`src/rtl/acia_fifo_bridge.sv`:
```
// ---------------------------------------------------------------------------
// acia_fifo_bridge
// 6551-style virtual ACIA on the C64/C128 CPU register bus. It has internal
// RX and TX FIFOs. The Linux side connects through valid/ready byte streams.
//
// Ports
//   clk, rst        system clock; synchronous active-high reset
//   addr/din/we/en  CPU register access (one en cycle per access)
//   dout            CPU read data, combinational, 0xFF while en=0
//   tx_data/valid   TX FIFO head toward Linux (first-word fall-through)
//   tx_ready        Linux pops the TX head when high with tx_valid
//   rx_data/valid   byte from Linux
//   rx_ready        bridge accepts rx_data
//   tx_level        TX FIFO occupancy
//   rx_level        RX FIFO occupancy
//   irq_n           registered active-low interrupt
// ---------------------------------------------------------------------------
module acia_fifo_bridge #(
   parameter int TX_DEPTH        = 16,
   parameter int RX_DEPTH        = 16,
   parameter int RX_BACKPRESSURE = 1
) (
   input  logic                          clk,
   input  logic                          rst,
   input  logic [1:0]                    addr,
   input  logic [7:0]                    din,
   output logic [7:0]                    dout,
   input  logic                          we,
   input  logic                          en,
   output logic [7:0]                    tx_data,
   output logic                          tx_valid,
   input  logic                          tx_ready,
   input  logic [7:0]                    rx_data,
   input  logic                          rx_valid,
   output logic                          rx_ready,
   output logic [$clog2(TX_DEPTH+1)-1:0] tx_level,
   output logic [$clog2(RX_DEPTH+1)-1:0] rx_level,
   output logic                          irq_n
);

   localparam int TAW = $clog2(TX_DEPTH);
   localparam int TLW = $clog2(TX_DEPTH+1);
   localparam int RAW = $clog2(RX_DEPTH);
   localparam int RLW = $clog2(RX_DEPTH+1);

   // FIFO storage and bookkeeping
   logic [7:0]     r_tx_mem [TX_DEPTH];
   logic [TAW-1:0] r_tx_wptr, r_tx_rptr;
   logic [TLW-1:0] r_tx_count;
   logic [7:0]     r_rx_mem [RX_DEPTH];
   logic [RAW-1:0] r_rx_wptr, r_rx_rptr;
   logic [RLW-1:0] r_rx_count;

   // Register file
   logic [7:0] r_cmd, r_ctrl, r_last_rx;
   logic       r_overrun, r_irq_n;

   // Bus strobes
   logic w_wr0, w_rd0, w_wr1, w_wr2, w_wr3;
   assign w_wr0 = en &  we & (addr == 2'd0);
   assign w_rd0 = en & !we & (addr == 2'd0);
   assign w_wr1 = en &  we & (addr == 2'd1);
   assign w_wr2 = en &  we & (addr == 2'd2);
   assign w_wr3 = en &  we & (addr == 2'd3);

   // Full/empty come straight from the registered counts, so every push/pop
   // decision uses the state at cycle start. A same-cycle pop never makes
   // room for a push.
   logic w_tx_full, w_tx_empty, w_rx_full, w_rx_empty;
   assign w_tx_full  = (r_tx_count == TLW'(TX_DEPTH));
   assign w_tx_empty = (r_tx_count == '0);
   assign w_rx_full  = (r_rx_count == RLW'(RX_DEPTH));
   assign w_rx_empty = (r_rx_count == '0);

   logic w_tx_push, w_tx_pop, w_rx_push, w_rx_pop, w_rx_drop;
   assign rx_ready  = (RX_BACKPRESSURE != 0) ? !w_rx_full : 1'b1;
   assign w_tx_push = w_wr0 & !w_tx_full;
   assign w_tx_pop  = tx_ready & !w_tx_empty;
   assign w_rx_push = rx_valid & rx_ready & !w_rx_full;
   // A drop can only occur without backpressure, because rx_ready is low
   // whenever the FIFO is full in backpressure mode.
   assign w_rx_drop = rx_valid & rx_ready & w_rx_full;
   assign w_rx_pop  = w_rd0 & !w_rx_empty;

   logic [7:0] w_rx_head;
   assign w_rx_head = r_rx_mem[r_rx_rptr];

   // Interrupt: DTR gates everything; the TX IRQ is enabled only by cmd[3:2]==01.
   logic w_rdrf, w_tdre, w_irq;
   assign w_rdrf = !w_rx_empty;
   assign w_tdre = !w_tx_full;
   assign w_irq  = r_cmd[0] & ((!r_cmd[1] & (w_rdrf | r_overrun)) |
                               ((r_cmd[3:2] == 2'b01) & w_tdre));

   assign tx_data  = r_tx_mem[r_tx_rptr];
   assign tx_valid = !w_tx_empty;
   assign tx_level = r_tx_count;
   assign rx_level = r_rx_count;
   assign irq_n    = r_irq_n;

   // NOTE: FIFO storage is deliberately not reset. The pointers and counts
   // define validity, so stale contents are never observed. This keeps the
   // arrays as plain RAM without reset fan-out.
   always_ff @(posedge clk) begin
      if (w_tx_push) r_tx_mem[r_tx_wptr] <= din;
      if (w_rx_push) r_rx_mem[r_rx_wptr] <= rx_data;
   end

   // NOTE: all state uses non-blocking assignments. Every branch therefore
   // sees the cycle-start values, so no race exists between the pointer,
   // count and flag updates.
   always_ff @(posedge clk) begin
      if (rst) begin
         r_tx_wptr  <= '0;
         r_tx_rptr  <= '0;
         r_tx_count <= '0;
         r_rx_wptr  <= '0;
         r_rx_rptr  <= '0;
         r_rx_count <= '0;
         r_cmd      <= 8'h00;
         r_ctrl     <= 8'h00;
         r_last_rx  <= 8'h00;
         r_overrun  <= 1'b0;
         r_irq_n    <= 1'b1;
      end else begin
         r_irq_n <= !w_irq;
         if (w_wr2)    r_cmd     <= din;
         if (w_wr3)    r_ctrl    <= din;
         if (w_rx_pop) r_last_rx <= w_rx_head;

         if (w_wr1) begin
            // Soft reset: the flush overrides any same-cycle push or pop.
            r_tx_wptr  <= '0;
            r_tx_rptr  <= '0;
            r_tx_count <= '0;
            r_rx_wptr  <= '0;
            r_rx_rptr  <= '0;
            r_rx_count <= '0;
            r_cmd[4:0] <= 5'd0;
            r_overrun  <= 1'b0;
         end else begin
            if (w_tx_push) r_tx_wptr <= r_tx_wptr + 1'b1;
            if (w_tx_pop)  r_tx_rptr <= r_tx_rptr + 1'b1;
            case ({w_tx_push, w_tx_pop})
               2'b10:   r_tx_count <= r_tx_count + 1'b1;
               2'b01:   r_tx_count <= r_tx_count - 1'b1;
               default: r_tx_count <= r_tx_count;
            endcase

            if (w_rx_push) r_rx_wptr <= r_rx_wptr + 1'b1;
            if (w_rx_pop)  r_rx_rptr <= r_rx_rptr + 1'b1;
            case ({w_rx_push, w_rx_pop})
               2'b10:   r_rx_count <= r_rx_count + 1'b1;
               2'b01:   r_rx_count <= r_rx_count - 1'b1;
               default: r_rx_count <= r_rx_count;
            endcase

            // A new overrun outranks the clear caused by a same-cycle data read.
            if (w_rx_drop)  r_overrun <= 1'b1;
            else if (w_rd0) r_overrun <= 1'b0;
         end
      end
   end

   // NOTE: dout gets a default before the case. No path leaves it
   // unassigned, so no latch is inferred.
   always_comb begin
      dout = 8'hFF;
      if (en) begin
         case (addr)
            2'd0:    dout = w_rx_empty ? r_last_rx : w_rx_head;
            2'd1:    dout = {w_irq, 1'b0, 1'b0, w_tdre, w_rdrf, r_overrun, 2'b00};
            2'd2:    dout = r_cmd;
            default: dout = r_ctrl;
         endcase
      end
   end

endmodule
```
`config.mk`:
```
export PLATFORM = sky130hd
export DESIGN_NAME = acia_fifo_bridge
export DESIGN_NICKNAME = d
export VERILOG_FILES = /design/src/rtl/acia_fifo_bridge.sv
export SDC_FILE = /design/constraint.sdc
export NUM_CORES = 1
export LEC_CHECK = 0
export ABC_AREA = 0
export BUFFER_PORTS_ARGS = -buffer_cell sky130_fd_sc_hd__buf_2
export CORE_MARGIN = 5
export CORE_UTILIZATION = 40
export DETAILED_ROUTE_END_ITERATION = 10
export HOLD_SLACK_MARGIN = 0.15
export PLACE_DENSITY = 0.58
export SYNTH_ARGS = -nofsm -noshare
export SYNTH_HDL_FRONTEND = slang
export SYNTH_SLANG_ARGS = --single-unit
```
`constraint.sdc`:
```
create_clock -name clk -period 3.2 [get_ports clk]
set_clock_uncertainty 0.1 [all_clocks]
set_input_delay 0.32 -clock clk [delete_from_list [all_inputs] [get_ports clk]]
set_output_delay 0.32 -clock clk [all_outputs]
set_load 0.005 [all_outputs]
```
# --- Word-level counts from Yosys, hierarchy flattened ---
# Memory sizes are Yosys's and may differ from the RTL's. A register that Yosys moved wholly into a read port is not among the register bits.
# Index checks and enable logic that the tools add are counted.
totals:
  output_inout_bits: 29
  word_cells: 79
  mem_bits_rw: 256
  in_bits: 24
  n_memories: 2
  regBits: 52
classes:
  n_eq_ne: 10
  reduce_logical: 14
  bitwise_logic: 18
  n_mux: 15
  n_addsub: 8
mem_list:
  columns: ["name", "depth", "width", "rd", "rd_clocked_by_memory_dff", "write_ports", "line", "rtl"]
  rows:
  - ["r_rx_mem", 16, 8, 1, 1, 1, "50", "logic [7:0] r_rx_mem [RX_DEPTH];"]
  - ["r_tx_mem", 16, 8, 1, 1, 1, "47", "logic [7:0] r_tx_mem [TX_DEPTH];"]
op_table:
  columns: ["op", "n"]
  rows:
  - ["$pmux 8 s3", 1]
  - ["$pmux 5 s2", 2]
  - ["$add 4x1->4 const B", 4]
  - ["$and 1x1->1", 16]
  - ["$mux 4", 4]
  - ["$mux 8", 2]
  - ["$add 5x1->5 const B", 2]
  - ["$eq 5x5->1 const B", 2]
  - ["$logic_not 5->1", 2]
  - ["$sub 5x1->5 const B", 2]
  - ["$eq 2x1->1 const B", 4]
  - ["$eq 2x2->1 const B", 4]
  - ["$logic_not 1->1", 7]
  - ["$mux 1", 6]
  - ["$reduce_bool 2->1", 3]
  - ["$logic_not 2->1", 1]
  - ["$or 1x1->1", 2]
  - ["$reduce_or 2->1", 1]

# --- Logic depth before layout (Yosys ltp) ---
depth:
  word_depth: 8
  mapped_depth: 12
  mapped_depth_nobuf: 11

# --- Worst setup path after synthesis ---
# OpenSTA, ideal clock, no wires.
synth_path:
  kind: "input -> register"
  start: "in addr[1]"
  end: "reg r_rx_count[4], in the netlist rx_level[4]"
  path_stages: 12
  n_path_buf: 2
  setup_time_ns: 0.070
  arrival_ns: 2.905
  setup_slack_ns: 0.125
  required_time_ns: 3.030
  path_cell_list: "or2_0 -> buf_2 -> a2111oi_4 -> buf_6 -> ha_1 -> inv_1 -> fa_1 -> nor2b_1 -> o21ai_0 -> and3_1 -> or4_1 -> a21oi_1"
synth_via:
  elab_chain_len: 5
  word_cells_on_any_way: 10
  cone_classes: "eq/ne (3); mux (1); bitwise (3); reduce/logical (3)"
synth_lines:
  columns: ["element", "line", "rtl"]
  rows:
  - ["start: declaration", "25", "input logic [1:0] addr,"]
  - ["$logic_not 2->1 *", "61", "assign w_rd0 = en & !we & (addr == 2'd0);"]
  - ["$and 1x1->1 *", "61", null]
  - ["$and 1x1->1 *", "83", "assign w_rx_pop = w_rd0 & !w_rx_empty;"]
  - ["net w_rx_pop", "75", "logic w_tx_push, w_tx_pop, w_rx_push, w_rx_pop, w_rx_drop;"]
  - ["$eq 2x1->1 or $eq 2x2->1 (tied branches)", "152", "case ({w_rx_push, w_rx_pop})"]
  - ["$pmux 5 s2 or $reduce_bool 2->1 (tied branches)", null, null]
  - ["end signal: assignment", "153", "2'b10: r_rx_count <= r_rx_count + 1'b1;"]
  - ["end signal: assignment", "154", "2'b01: r_rx_count <= r_rx_count - 1'b1;"]
  - ["end signal: assignment", "155", "default: r_rx_count <= r_rx_count;"]
  - ["end: declaration", "52", "logic [RLW-1:0] r_rx_count;"]
# Mark *: on every way through the listed nets, which the timed path passes. The rest lies on a longest branch.
# A chain may end at the register's enable or synchronous reset.

==> reports/summary.txt <==
Final HPWL DP = 17100 µm
fraction of layout cells with a size suffix above 1 = 0.259
unrepaired setup endpoints after global routing = no
DRC = 0
most frequent cells in the layout = 256 x edfxtp_1, 72 x mux4_2, 68 x nor2_1, 68 x nand2_1, 58 x dfxtp_1
reg2reg setup slack = 0.28 ns
Chip Height = 188 µm
core area = 31500 µm²
Clock Path Buffers = 3
Worst-Skew Late Latency = 0.52 ns
fill cell count = 2679
routed vias = 6813
clock-pin transition on the worst setup and hold timing paths = 0.06 ns
Final WS setup = 0.190 ns
H-tree depth = 2
Slew @ Worst Pin = 0.828 ns
grt total ovfl = 0
Setup crit start kind = flop
Reg area = 8890 µm²
Die Width = 188 µm
IO Port Bufs = 52
Rel. slew slack = 0.446
CTS Root Cell = clkbuf_16
global-route wire length before repair = 41100 µm
Setup TNS = 0 ns
RePlAce Congestion = 0.793
clock network power share = 0.438
maximum VDD drop = 0.000427 V
Int Pwr = 7.10 mW
Initial Util = 0.404
vias in the first global route = 6992
drt via density = 5.19
crit path DAT = 2.59 ns
initial DRC count = 362
register area share after synthesis = 0.699
Multi-input gate area = 3570 µm²
final total power = 9.02 mW
Clock Sinks = 316
routed len/inst = 19.7 µm
synthesized area = 12700 µm²
Setup Crit Path Kind = flop to output port
Cell Rows = 65
initial antenna violation count = 0
Post-synth EDFFs = 256
IO Count = 53
Final Net Count = 928
Hold Crit Class = input pin to flop
syn_nets = 807
synthesized flop and latch total = 316
Post-Syn Instances = 763
min Tclk post-route = 3.01 ns
max cap viols = 0
switching share of power = 0.214
Avg Cell Area, Syn = 16.7 µm²
pin count of the biggest net entering global routing = 33
Worst path max stage delay = 0.54 ns
Setup WS pre-CTS = 0.188 ns
fraction of registers with async set/reset = 0
Layout area overhead = 18.3%
crit path max fanout = 11
Die Footprint = 35500 µm²
Pleak = 4.99 nW
Power per Cell Area = 600 nW/µm²
Reg power frac = 0.501
CTS tree = built
diode count = 0
Tcrit/Tclk final = 0.941
Req. time, crit path = 2.78 ns
Switching Power = 1.93 mW
Final setup violation count = 0
combinational power share = 0.061
Ys Warns = 0
crit-path cells = buf_6, mux4_2, a22oi_1, nand2_1, nor3_1, o21ai_0, buf_2
Cell variety after synth = 45
Fmax = 332 MHz
number of CTS-inserted buffers = 36
Max Slew Vio Count = 0
WL final = 25900 µm
Crit. End Element = output port
commonest non-fill, non-tap cell in the layout = edfxtp_1
1st-pass router iterations = 4
final antenna-violating net count = 0
GR Util All Layers = 0.147
status = finished, final reports clean
Fin. Hold Viols = 0
CP max-delay cell = mux4_2
Post-synth top flop = edfxtp_1
-- worst paths after layout --
| path | start | end | cells past startpoint |
|---|---|---|---|
| max | flop | dout[3] | 7 |
| min | rx_valid | r_rx_wptr[1]$_SDFFE_PP0P_ | 5 |
| max reg2reg | rx_level[3]$_SDFFE_PP0P_ | rx_level[4]$_SDFFE_PP0P_ | 11 |
| min reg2reg | r_ctrl[6]$_SDFFE_PP0P_ | r_ctrl[6]$_SDFFE_PP0P_ | 2 |
-- per-stage QoR --
step	area [µm²]	hold slack, ns	instances	util
global placement	13700	0.344	1227	0.434
floorplan	12700	0.319	763	-
finish	15000	0.314	1313	0.478
CTS	15000	0.296	1312	0.477
detailed placement	13700	0.346	1227	0.434
global route	15000	0.354	1313	0.478
-- repair_timing --
action | in CTS | in global routing
hold buffers | 20 | 0
setup buffers | 0 | 1
setup endpoints to repair | 0 | 5
endpoints found under the hold margin | 220 | 0
resized for setup | 0 | 3
-- power by group through the flow --
| stage | clock, mW | sequential (mW) | combinational (mW) |
|---|---|---|---|
| floorplan | 0 | 4.59 | 0.340 |
| global placement | 0 | 4.61 | 0.529 |
| detailed placement | 0 | 4.61 | 0.533 |
| CTS | 4.05 | 4.52 | 0.551 |
| global route | 4.26 | 4.53 | 0.601 |
| finish | 3.96 | 4.52 | 0.546 |
-- cell usage after synthesis, types with 11 or more instances --
master | number | share of area
edfxtp_1 | 256 | 0.60
mux4_2 | 72 | 0.13
nand2_1 | 68 | 0.020
nor2_1 | 68 | 0.020
dfxtp_1 | 60 | 0.094
a21oi_1 | 29 | 0.011
mux2i_1 | 23 | 0.018
inv_1 | 20 | 0.0059
ha_1 | 18 | 0.018
clkbuf_1 | 14 | 0.0041
a22oi_1 | 12 | 0.0071
nor3_1 | 11 | 0.0043
-- kinds of logic after synthesis --
family	after synthesis	share of synthesized area
flip-flops	316	0.699
AND/OR/NAND/NOR	181	0.0628
multiplexers	95	0.146
AO/OA/AOI/OAI	75	0.0387
buffers and inverters	59	0.0216
adder cells (fa/ha/maj)	20	0.0209
XOR/XNOR	17	0.0117
-- metal layers --
| metal | GRT usage | up-vias | part of all wire |
|---|---|---|---|
| met5 | 0 | - | 0 |
| met4 | 0.0390 | 0 | 0.021 |
| met3 | 0.0239 | 37 | 0.039 |
| met2 | 0.245 | 138 | 0.49 |
| met1 | 0.203 | 3454 | 0.45 |
| li1 | - | 3184 | - |
-- worst max-delay path: cells and delay by family, from the launching register on --
| kind | cells | cell delay (ns) |
|---|---|---|
| buf+inv | 2 | 0.39 |
| mux | 1 | 0.54 |
| simple gates | 2 | 0.33 |
| flops | 1 | 0.52 |
| compound gates | 2 | 0.30 |
-- sequential cells by signal (all words and copies together), names as in the netlist, named ones only --
name       count
r_tx_rptr      4
r_rx_rptr      4
irq_n          1
r_last_rx      8
rx_level       5
r_overrun      1
r_rx_wptr      4
r_cmd          8
r_tx_mem     128
r_ctrl         8
r_rx_mem     128
r_tx_wptr      4
tx_level       5
-- final cells by class --
class / count / share of cell area
clock buffers: 45 / 0.0656
clock inverters: 20 / 0.0112
inverters: 21 / 0.00524
multi-input cells: 388 / 0.237
flip-flops and latches: 316 / 0.591
well taps: 402 / 0.0334
repair buffers: 121 / 0.0564
No activity file was read; power rests on OpenSTA's default activity.
